**config.mk**
```make
export PLATFORM = sky130hd
export DESIGN_NAME = in_service_ctrl
export DESIGN_NICKNAME = d
export VERILOG_FILES = /design/src/rtl/pic_pkg.sv /design/src/rtl/priority_resolver.sv /design/src/rtl/in_service_ctrl.sv
export SDC_FILE = /design/constraint.sdc
export NUM_CORES = 1
export LEC_CHECK = 0
export ABC_AREA = 1
export CORE_ASPECT_RATIO = 0.9
export CORE_UTILIZATION = 25
export DETAILED_ROUTE_END_ITERATION = 7
export GPL_TIMING_DRIVEN = 0
export SLEW_MARGIN = 20
export SYNTH_ARGS = -nofsm -noshare
export SYNTH_HDL_FRONTEND = slang
export SYNTH_SLANG_ARGS = --single-unit
```
**constraint.sdc**
```tcl
create_clock -name clk -period 4.3 [get_ports clk]
set_input_delay 0.86 -clock clk [delete_from_list [all_inputs] [get_ports clk]]
set_output_delay 0.86 -clock clk [all_outputs]
set_load 0.02 [all_outputs]
```
**src/rtl/pic_pkg.sv**
```systemverilog
// Shared definitions for the PIC in-service/acknowledge path: FSM states,
// OCW2 command encodings and priority helpers.
package pic_pkg;

  typedef enum logic [1:0] {
    IDLE  = 2'd0,
    ACK1  = 2'd1,
    WAIT2 = 2'd2,
    ACK2  = 2'd3
  } pic_state_t;

  // OCW2 {R, SL, EOI}
  localparam logic [2:0] OCW2_CLR_RAEOI = 3'b000;
  localparam logic [2:0] OCW2_NS_EOI    = 3'b001;
  localparam logic [2:0] OCW2_NOP       = 3'b010;
  localparam logic [2:0] OCW2_SP_EOI    = 3'b011;
  localparam logic [2:0] OCW2_SET_RAEOI = 3'b100;
  localparam logic [2:0] OCW2_ROT_NS    = 3'b101;
  localparam logic [2:0] OCW2_SET_PRI   = 3'b110;
  localparam logic [2:0] OCW2_ROT_SP    = 3'b111;

  localparam logic [2:0] LP_RESET = 3'd7;

  function automatic logic [7:0] level_mask(input logic [2:0] lvl);
    level_mask = 8'd1 << lvl;
  endfunction

  // Rank 0 is the highest priority, i.e. the level just above lp.
  function automatic logic [2:0] prio_rank(input logic [2:0] lvl, input logic [2:0] lp);
    prio_rank = lvl - lp - 3'd1;
  endfunction

endpackage

```
**src/rtl/priority_resolver.sv**
```systemverilog
// Finds the highest-priority set bit of an 8-bit vector under a rotating
// lowest-priority pointer; level reads 7 when the vector is empty.
module priority_resolver (
  input  logic [7:0] vec,
  input  logic [2:0] lp,
  output logic       valid,
  output logic [2:0] level
);

  logic [2:0] idx_s;

  // Scan from lowest to highest priority so the last hit wins.
  always_comb begin
    valid = 1'b0;
    level = 3'd7;
    idx_s = 3'd0;
    for (int i = 8; i >= 1; i--) begin
      idx_s = lp + 3'(i);
      if (vec[idx_s]) begin
        valid = 1'b1;
        level = idx_s;
      end else begin
        level = level;
      end
    end
  end

endmodule

```
**src/rtl/in_service_ctrl.sv**
```systemverilog
// 8259-style in-service and acknowledge controller: INTA sequencing, ISR,
// OCW2 EOI/rotation handling and vector byte generation.
module in_service_ctrl
  import pic_pkg::*;
(
  input  logic       clk,
  input  logic       reset,
  input  logic [7:0] irr,
  input  logic       inta_n,
  input  logic       eoi_valid,
  input  logic [2:0] eoi_cmd,
  input  logic [2:0] eoi_level,
  input  logic       aeoi,
  input  logic [4:0] vector_base,
  output logic       int_out,
  output logic [7:0] isr,
  output logic       reset_irr_bit,
  output logic [7:0] data_out,
  output logic       data_oe
);

  pic_state_t state_r;
  logic [2:0] lp_r, w_r, lp_next_s;
  logic [7:0] isr_r, set_s, clr_s, data_out_r;
  logic       raeoi_r, raeoi_next_s, inta_q_r, int_out_r, rib_r, data_oe_r;
  logic       irr_valid_s, isr_valid_s, fall_s, rise_s;
  logic [2:0] irr_level_s, isr_level_s;

  priority_resolver u_irr_res (.vec(irr),   .lp(lp_r), .valid(irr_valid_s), .level(irr_level_s));
  priority_resolver u_isr_res (.vec(isr_r), .lp(lp_r), .valid(isr_valid_s), .level(isr_level_s));

  assign fall_s = inta_q_r & ~inta_n;
  assign rise_s = ~inta_q_r & inta_n;

  // ISR set/clear masks and next pointer/mode from INTA, AEOI and OCW2.
  always_comb begin
    set_s        = 8'd0;
    clr_s        = 8'd0;
    lp_next_s    = lp_r;
    raeoi_next_s = raeoi_r;
    if (state_r == IDLE && fall_s && irr_valid_s) begin
      set_s = level_mask(irr_level_s);
    end else begin
      set_s = 8'd0;
    end
    if (state_r == ACK2 && rise_s && aeoi) begin
      clr_s = level_mask(w_r);
      if (raeoi_r) begin
        lp_next_s = w_r;
      end else begin
        lp_next_s = lp_r;
      end
    end else begin
      clr_s = 8'd0;
    end
    // OCW2 is evaluated against the pre-edge ISR.
    if (eoi_valid) begin
      case (eoi_cmd)
        OCW2_NS_EOI: begin
          if (isr_valid_s) clr_s = clr_s | level_mask(isr_level_s);
          else             clr_s = clr_s;
        end
        OCW2_SP_EOI: clr_s = clr_s | level_mask(eoi_level);
        OCW2_ROT_NS: begin
          if (isr_valid_s) begin
            clr_s     = clr_s | level_mask(isr_level_s);
            lp_next_s = isr_level_s;
          end else begin
            clr_s = clr_s;
          end
        end
        OCW2_ROT_SP: begin
          clr_s     = clr_s | level_mask(eoi_level);
          lp_next_s = eoi_level;
        end
        OCW2_SET_PRI:   lp_next_s    = eoi_level;
        OCW2_SET_RAEOI: raeoi_next_s = 1'b1;
        OCW2_CLR_RAEOI: raeoi_next_s = 1'b0;
        OCW2_NOP:       clr_s        = clr_s;
        default:        clr_s        = clr_s;
      endcase
    end else begin
      clr_s = clr_s;
    end
  end

  // Acknowledge FSM plus ISR, priority state and registered outputs.
  always_ff @(posedge clk or posedge reset) begin
    if (reset) begin
      state_r    <= IDLE;
      lp_r       <= LP_RESET;
      raeoi_r    <= 1'b0;
      isr_r      <= 8'd0;
      w_r        <= 3'd7;
      inta_q_r   <= 1'b1;
      int_out_r  <= 1'b0;
      rib_r      <= 1'b0;
      data_oe_r  <= 1'b0;
      data_out_r <= 8'd0;
    end else begin
      inta_q_r  <= inta_n;
      isr_r     <= (isr_r & ~clr_s) | set_s;
      lp_r      <= lp_next_s;
      raeoi_r   <= raeoi_next_s;
      int_out_r <= irr_valid_s &&
                   (!isr_valid_s || (prio_rank(irr_level_s, lp_r) < prio_rank(isr_level_s, lp_r)));
      rib_r     <= 1'b0;
      case (state_r)
        IDLE: begin
          if (fall_s) begin
            state_r <= ACK1;
            w_r     <= irr_level_s;
            rib_r   <= irr_valid_s;
          end
        end
        ACK1: begin
          if (rise_s) state_r <= WAIT2;
        end
        WAIT2: begin
          if (fall_s) begin
            state_r    <= ACK2;
            data_oe_r  <= 1'b1;
            data_out_r <= {vector_base, w_r};
          end
        end
        ACK2: begin
          if (rise_s) begin
            state_r    <= IDLE;
            data_oe_r  <= 1'b0;
            data_out_r <= 8'd0;
          end
        end
        default: begin
          state_r    <= IDLE;
          data_oe_r  <= 1'b0;
          data_out_r <= 8'd0;
        end
      endcase
    end
  end

  assign int_out       = int_out_r;
  assign isr           = isr_r;
  assign reset_irr_bit = rib_r;
  assign data_out      = data_out_r;
  assign data_oe       = data_oe_r;

endmodule

```
# Word-level counts from Yosys, hierarchy flattened
# Cells that the tools add are included.
[word_totals]
output_inout_bits = 19
regBits = 29
input_bits = 24
mem_bits_rw = 0
romBits = 0
memories = 0
latchBits = 0
[op_classes]
shift = 4
n_mul = 0
n_eq_ne = 13
order_cmp = 9
div = 0
n_mux = 88
n_reduce_logical = 18
bitwise = 9
n_addsub = 11
[ops]
columns = ["cell", "n"]
rows = [
  ["2-to-1 mux 3 bit", 20],
  ["binary-select mux 1 bit (select 3 bit)", 16],
  ["2-to-1 mux 8 bit", 6],
  ["2-to-1 mux 1 bit", 36],
  ["less-than comparator 3 x 4 -> 1 bit, second input constant", 8],
  ["case mux 8 bit (2 select lines)", 2],
  ["left shift 1 x 3 -> 8 bit, first input constant", 4],
  ["bitwise OR 8 bit", 3],
  ["adder 3 bit, second input constant", 4],
  ["== test 3 bit, second input constant", 4],
  ["bitwise AND 8 bit", 1],
  ["2-to-1 mux 2 bit", 4],
  ["inequality test 2 bit, second input constant", 4],
  ["inverter 8 bit", 1],
  ["case mux 2 bit (4 select lines)", 1],
  ["adder 3 x 2 -> 3 bit, second input constant", 2],
  ["case mux 3 bit (2 select lines)", 1],
  ["OR reduction 2 bit", 3],
  ["subtractor 3 x 1 -> 3 bit, second input constant", 2],
  ["subtractor 3 bit", 2],
  ["logical AND 1 bit", 5],
  ["== test 2 bit, second input constant", 2],
  ["case mux 1 bit (2 select lines)", 2],
  ["AND reduction 2 bit", 2],
  ["14 further kinds", 17],
]

# Logic depth before layout (Yosys ltp)
[logic_depth]
depth_word = 18
depth_mapped = 25
mapped_depth_nobuf = 24

# Hierarchy
# A second synthesis with hierarchy kept.
[hier_totals]
hier_cells = 506
hier_area_um2 = 3213.1
[by_module_without_submodules]
columns = ["module", "cells_per_inst", "area_each_um2", "instances", "seq_area_each_um2"]
rows = [
  ["in_service_ctrl", 246, 1836.8, 1, 734.5],
  ["priority_resolver", 130, 688.2, 2, 0.0],
]

# Worst setup path before layout
# OpenSTA, ideal clock, no wires.
[synth_timing]
kind = "register to register"
from = "register lp_r[1]"
to = "register int_out_r (netlist: int_out)"
path_buffers = 2
stages_incl_launch_ff = 24
t_arrival_ns = 3.825
synth_period_minus_slack_ns = 3.954
setup_slack_ns = 0.346
setup_ns = 0.130
t_required_ns = 4.170
cell_sequence = "dfstp_2 inv_2 buf_4 ha_1 inv_1 buf_2 o21ai_0 or2_1 nand2_1 inv_2 nor2_2 o21ai_1 a21oi_1 o21ai_1 nand2_1 inv_2 ha_1 fa_1 xnor2_1 xor2_1 ha_1 o211ai_1 a21oi_1 nor2_1"
[synth_via]
elab_chain_cells = 15
elab_cells_between_ends = 79
classes_between = "add/sub: 11; order compare: 1; mux: 64; reduce/logical: 3"
[synth_rtl]
columns = ["element", "line", "source"]
rows = [
  ["start: declaration", "in_service_ctrl.sv:23", "logic [2:0] lp_r, w_r, lp_next_s;"],
  ["start signal: assignment", "in_service_ctrl.sv:103", "lp_r <= lp_next_s;"],
  ["adder 3 bit / binary-select mux 1 bit (select 3 bit) (equally long branches)", "priority_resolver.sv:18, priority_resolver.sv:19", ""],
  ["binary-select mux 1 bit (select 3 bit) / 2-to-1 mux 1 bit (equally long branches)", "priority_resolver.sv:19", "if (vec[idx_s]) begin"],
  ["2-to-1 mux 1 bit (not written as such) / 2-to-1 mux 3 bit (equally long branches)", "priority_resolver.sv:19", ""],
  ["2-to-1 mux 3 bit (6 in a row)", "priority_resolver.sv:19", ""],
  ["2-to-1 mux 3 bit (*)", "priority_resolver.sv:19", ""],
  ["via irr_level_s[0]", "in_service_ctrl.sv:27", "logic [2:0] irr_level_s, isr_level_s;"],
  ["subtractor 3 bit (*)", "pic_pkg.sv:30", "prio_rank = lvl - lp - 3'd1;"],
  ["subtractor 3 x 1 -> 3 bit (*)", "pic_pkg.sv:30", ""],
  ["less-than comparator 3 bit (*)", "in_service_ctrl.sv:106", "(!isr_valid_s || (prio_rank(irr_level_s, lp_r) < prio_rank(isr_level_s, lp_r)));"],
  ["logical OR 1 bit (*)", "in_service_ctrl.sv:106", ""],
  ["logical AND 1 bit (*)", "in_service_ctrl.sv:105", "int_out_r <= irr_valid_s &&"],
  ["end signal: assignment", "in_service_ctrl.sv:105", ""],
  ["end: declaration", "in_service_ctrl.sv:25", "logic raeoi_r, raeoi_next_s, inta_q_r, int_out_r, rib_r, data_oe_r;"],
]
# Mark *: on every way through the listed nets, which the timed path passes. The rest lies on a longest branch. The select of a mux whose other input is x is not followed.
# A chain may end at the register's enable or synchronous reset.

# Worst setup path after layout
[layout_timing]
from = "register lp_r[0]"
to = "register int_out_r (netlist: int_out)"
# Same word-level chain as after synthesis.

==> results_dict.tcl <==
set metrics [dict create \
    ctsLongestPathBuffers 2 \
    syn_to_final_growth_pct 27.0 \
    clock_latency_ns 0.27 \
    grt_pass1_vias 3290 \
    grt_max_degree 30 \
    fmax_ghz 0.246 \
    wl_per_cell_um 13.0 \
    fin_util 0.327 \
    fillers 1350 \
    tightestPinTransition_ns 0.600 \
    antenna_found_initial 0 \
    yosys_warnings 0 \
    cp-start-kind "register" \
    hold_class "register to register" \
    min_to "raeoi_r$_DFFE_PP0P_" \
    num_vias 3456 \
    crit_arrival_ns 4.21 \
    nets 595 \
    reg2reg_depth 24 \
    cts_root_buf "clkbuf_16" \
    routed_via_density 4.81 \
    syn_area_sq_um 3120 \
    fin_crit_sh 0.945 \
    cp.required_ns 4.44 \
    synth_nets 541 \
    ys_types 38 \
    start_util 0.258 \
    grt_first_pass_wirelength_mm 15.7 \
    fp.dieW_um 120 \
    slew_viol_final 0 \
    status "completed" \
    setup_violations 0 \
    drc 0 \
    reg2reg_from "lp_r[0]$_DFF_PP1_" \
    drive_gt1_frac 0.138 \
    synth_top_area_cell "nand2_1" \
    antenna_left 0 \
    routed_wl_mm 9.38 \
    crit_type "register to register" \
    r2r_end "int_out$_DFF_PP0_" \
    endpoint_kind "register" \
    relSlewSlack 0.600 \
    portBuffers 42 \
    synthArstFlopShare 1.00 \
    cts_tree "built" \
    floorplan.rows 38 \
    clkTransAtPathRegs_ns 0.05 \
    cap_violations 0 \
    clock_skew_ns 0.00378 \
    yosysSeqAreaShare 0.235 \
    crit_fanout 12 \
    r2r_slack_ns 0.24 \
    finalCriticalPeriod_ns 4.06 \
    dpl_cell_area_sq_um 3740 \
    h-tree-depth 2 \
    multiInputGateArea_sq_um 2070 \
    cts_made_buffers 5 \
    drt_iter0_drc 201 \
    hold_buffers 0 \
    die_h_um 108 \
    diodes 0 \
    grt_overflow 0 \
    gp_congestion 0.878 \
    ys_seq_elements 29 \
    hold_viol 0 \
    first_pass_iters 5 \
    ff_latch_area_sq_um 734 \
    min_from "raeoi_r$_DFFE_PP0P_" \
    whs_path_depth 2 \
    syn_area_per_cell_sq_um 6.20 \
    syn_inst 504 \
    core-area_sq_um 12100 \
    synth_ff_type "dfrtp_1" \
    final_area_sq_um 3970 \
    numClockSinks 29 \
    io_pins 43 \
    synthTopCellsByArea "nand2_1, dfrtp_1, nand3_1, inv_1, dfstp_2" \
    place_hpwl_mm 7.37 \
    grt_usage 0.150 \
    dp_slack_ns -0.137 \
    synth_enable_flop_cells 0 \
    die-area_sq_um 12900 \
    hold_ws_ns 0.493 \
    setup_slack_ns 0.236 \
    yosys.area.top_type_share 0.216 \
]
==> worst max-delay path, stage by stage, from the launching register on <==
cell      delay, ns
dfstp_2        0.60
inv_4          0.08
buf_6          0.16
ha_4           0.28
inv_2          0.05
buf_6          0.14
nand2_1        0.06
o21ai_0        0.09
or2_1          0.23
nand2_1        0.08
inv_2          0.06
nor2_2         0.11
o21ai_1        0.07
a21oi_1        0.17
o21ai_1        0.09
nand2_2        0.09
inv_2          0.07
ha_1           0.20
fa_2           0.38
xnor2_2        0.15
xor2_1         0.15
ha_1           0.31
o211ai_1       0.09
a21oi_1        0.16
nor2_1         0.06
==> per-stage QoR <==
step	TNS, ns	instances
3_3_place_gp	-0.147	706
2_1_floorplan	0	504
5_1_grt	-0.000989	719
6_report	0	719
3_5_place_dp	-0.137	706
4_1_cts	0	714
==> cell usage in the layout, fill, tap and decap left out, types with 11 or more instances in the layout <==
cell type	synthesis	layout
dfrtp_1	22	22
o21ai_0	34	33
a21oi_1	22	21
o21ai_1	10	11
inv_1	57	55
inv_2	13	14
nand2_1	180	179
nand3_1	60	60
clkdlybuf4s50_1	0	42
nor2_1	18	18
==> registers in the layout (all words and copies together) (netlist names) <==
name           count
lp_r               3
data_oe            1
int_out            1
inta_q_r           1
state_r            2
isr                8
raeoi_r            1
data_out           8
reset_irr_bit      1
w_r                3
==> cells in the mapped netlist, types with 2 or more instances <==
| master | n |
|---|---|
| a21oi_1 | 22 |
| a31oi_1 | 2 |
| and2_1 | 2 |
| buf_2 | 2 |
| buf_4 | 2 |
| buf_6 | 5 |
| dfrtp_1 | 22 |
| dfstp_2 | 7 |
| fa_1 | 2 |
| ha_1 | 11 |
| inv_1 | 57 |
| inv_2 | 13 |
| nand2_1 | 180 |
| nand2_2 | 8 |
| nand2_4 | 2 |
| nand3_1 | 60 |
| nand3_2 | 7 |
| nand4_1 | 3 |
| nor2_1 | 18 |
| nor2_2 | 3 |
| nor3_1 | 4 |
| o21ai_0 | 34 |
| o21ai_1 | 10 |
| o21ai_2 | 2 |
| o22ai_1 | 6 |
| o31ai_1 | 2 |
| or2_1 | 4 |
| xnor2_2 | 2 |
| xor2_1 | 3 |
==> what timing repair did <==
action | in CTS | in global routing
buffers inserted | 0 | 6
gates resized for setup | 4 | 7
endpoints found under the setup margin | 1 | 1
gates cloned | 0 | 0
pin swaps | 0 | 9
==> how the worst max path moves through the flow <==
stage / start / endpoint / depth (start not counted)
final: lp_r[0]$_DFF_PP1_ / int_out$_DFF_PP0_ / 24
after global routing: lp_r[0]$_DFF_PP1_ / int_out$_DFF_PP0_ / 24
after CTS: lp_r[1]$_DFF_PP1_ / int_out$_DFF_PP0_ / 24
after detailed placement: lp_r[1]$_DFF_PP1_ / int_out$_DFF_PP0_ / 23
after global placement: lp_r[1]$_DFF_PP1_ / int_out$_DFF_PP0_ / 23
after floorplan: lp_r[1]$_DFF_PP1_ / int_out$_DFF_PP0_ / 23
==> area by class of cell <==
class	instances	area share
buffer	9	0.0218
inverter	70	0.0668
timing repair buffer	48	0.117
sequential	29	0.185
clock buffer	8	0.0369
tap	160	0.0504
multi-input combinational	395	0.522
==> per-layer routing <==
| layer | wire length [um] | vias up | GRT usage |
|---|---|---|---|
| met5 | 0 | - | 0 |
| met3 | 477 | 9 | 0.0169 |
| met1 | 4600 | 1608 | 0.205 |
| met4 | 106 | 0 | 0.0429 |
| met2 | 4190 | 107 | 0.249 |
| li1 | - | 1732 | - |
==> kinds of logic (layout without fill, tap and decap cells) <==
| kind of cell | Yosys count | after routing | share of synthesized area |
|---|---|---|---|
| xor+xnor | 7 | 7 | 0.0304 |
| fa+ha+maj | 13 | 13 | 0.0569 |
| simple gates | 294 | 294 | 0.423 |
| buf+inv | 80 | 135 | 0.111 |
| flops | 29 | 29 | 0.235 |
| compound gates | 81 | 81 | 0.143 |
Power is left out: the tool's default activity adds up to more than one toggle a clock period on the data nets, which glitch-free logic cannot reach.
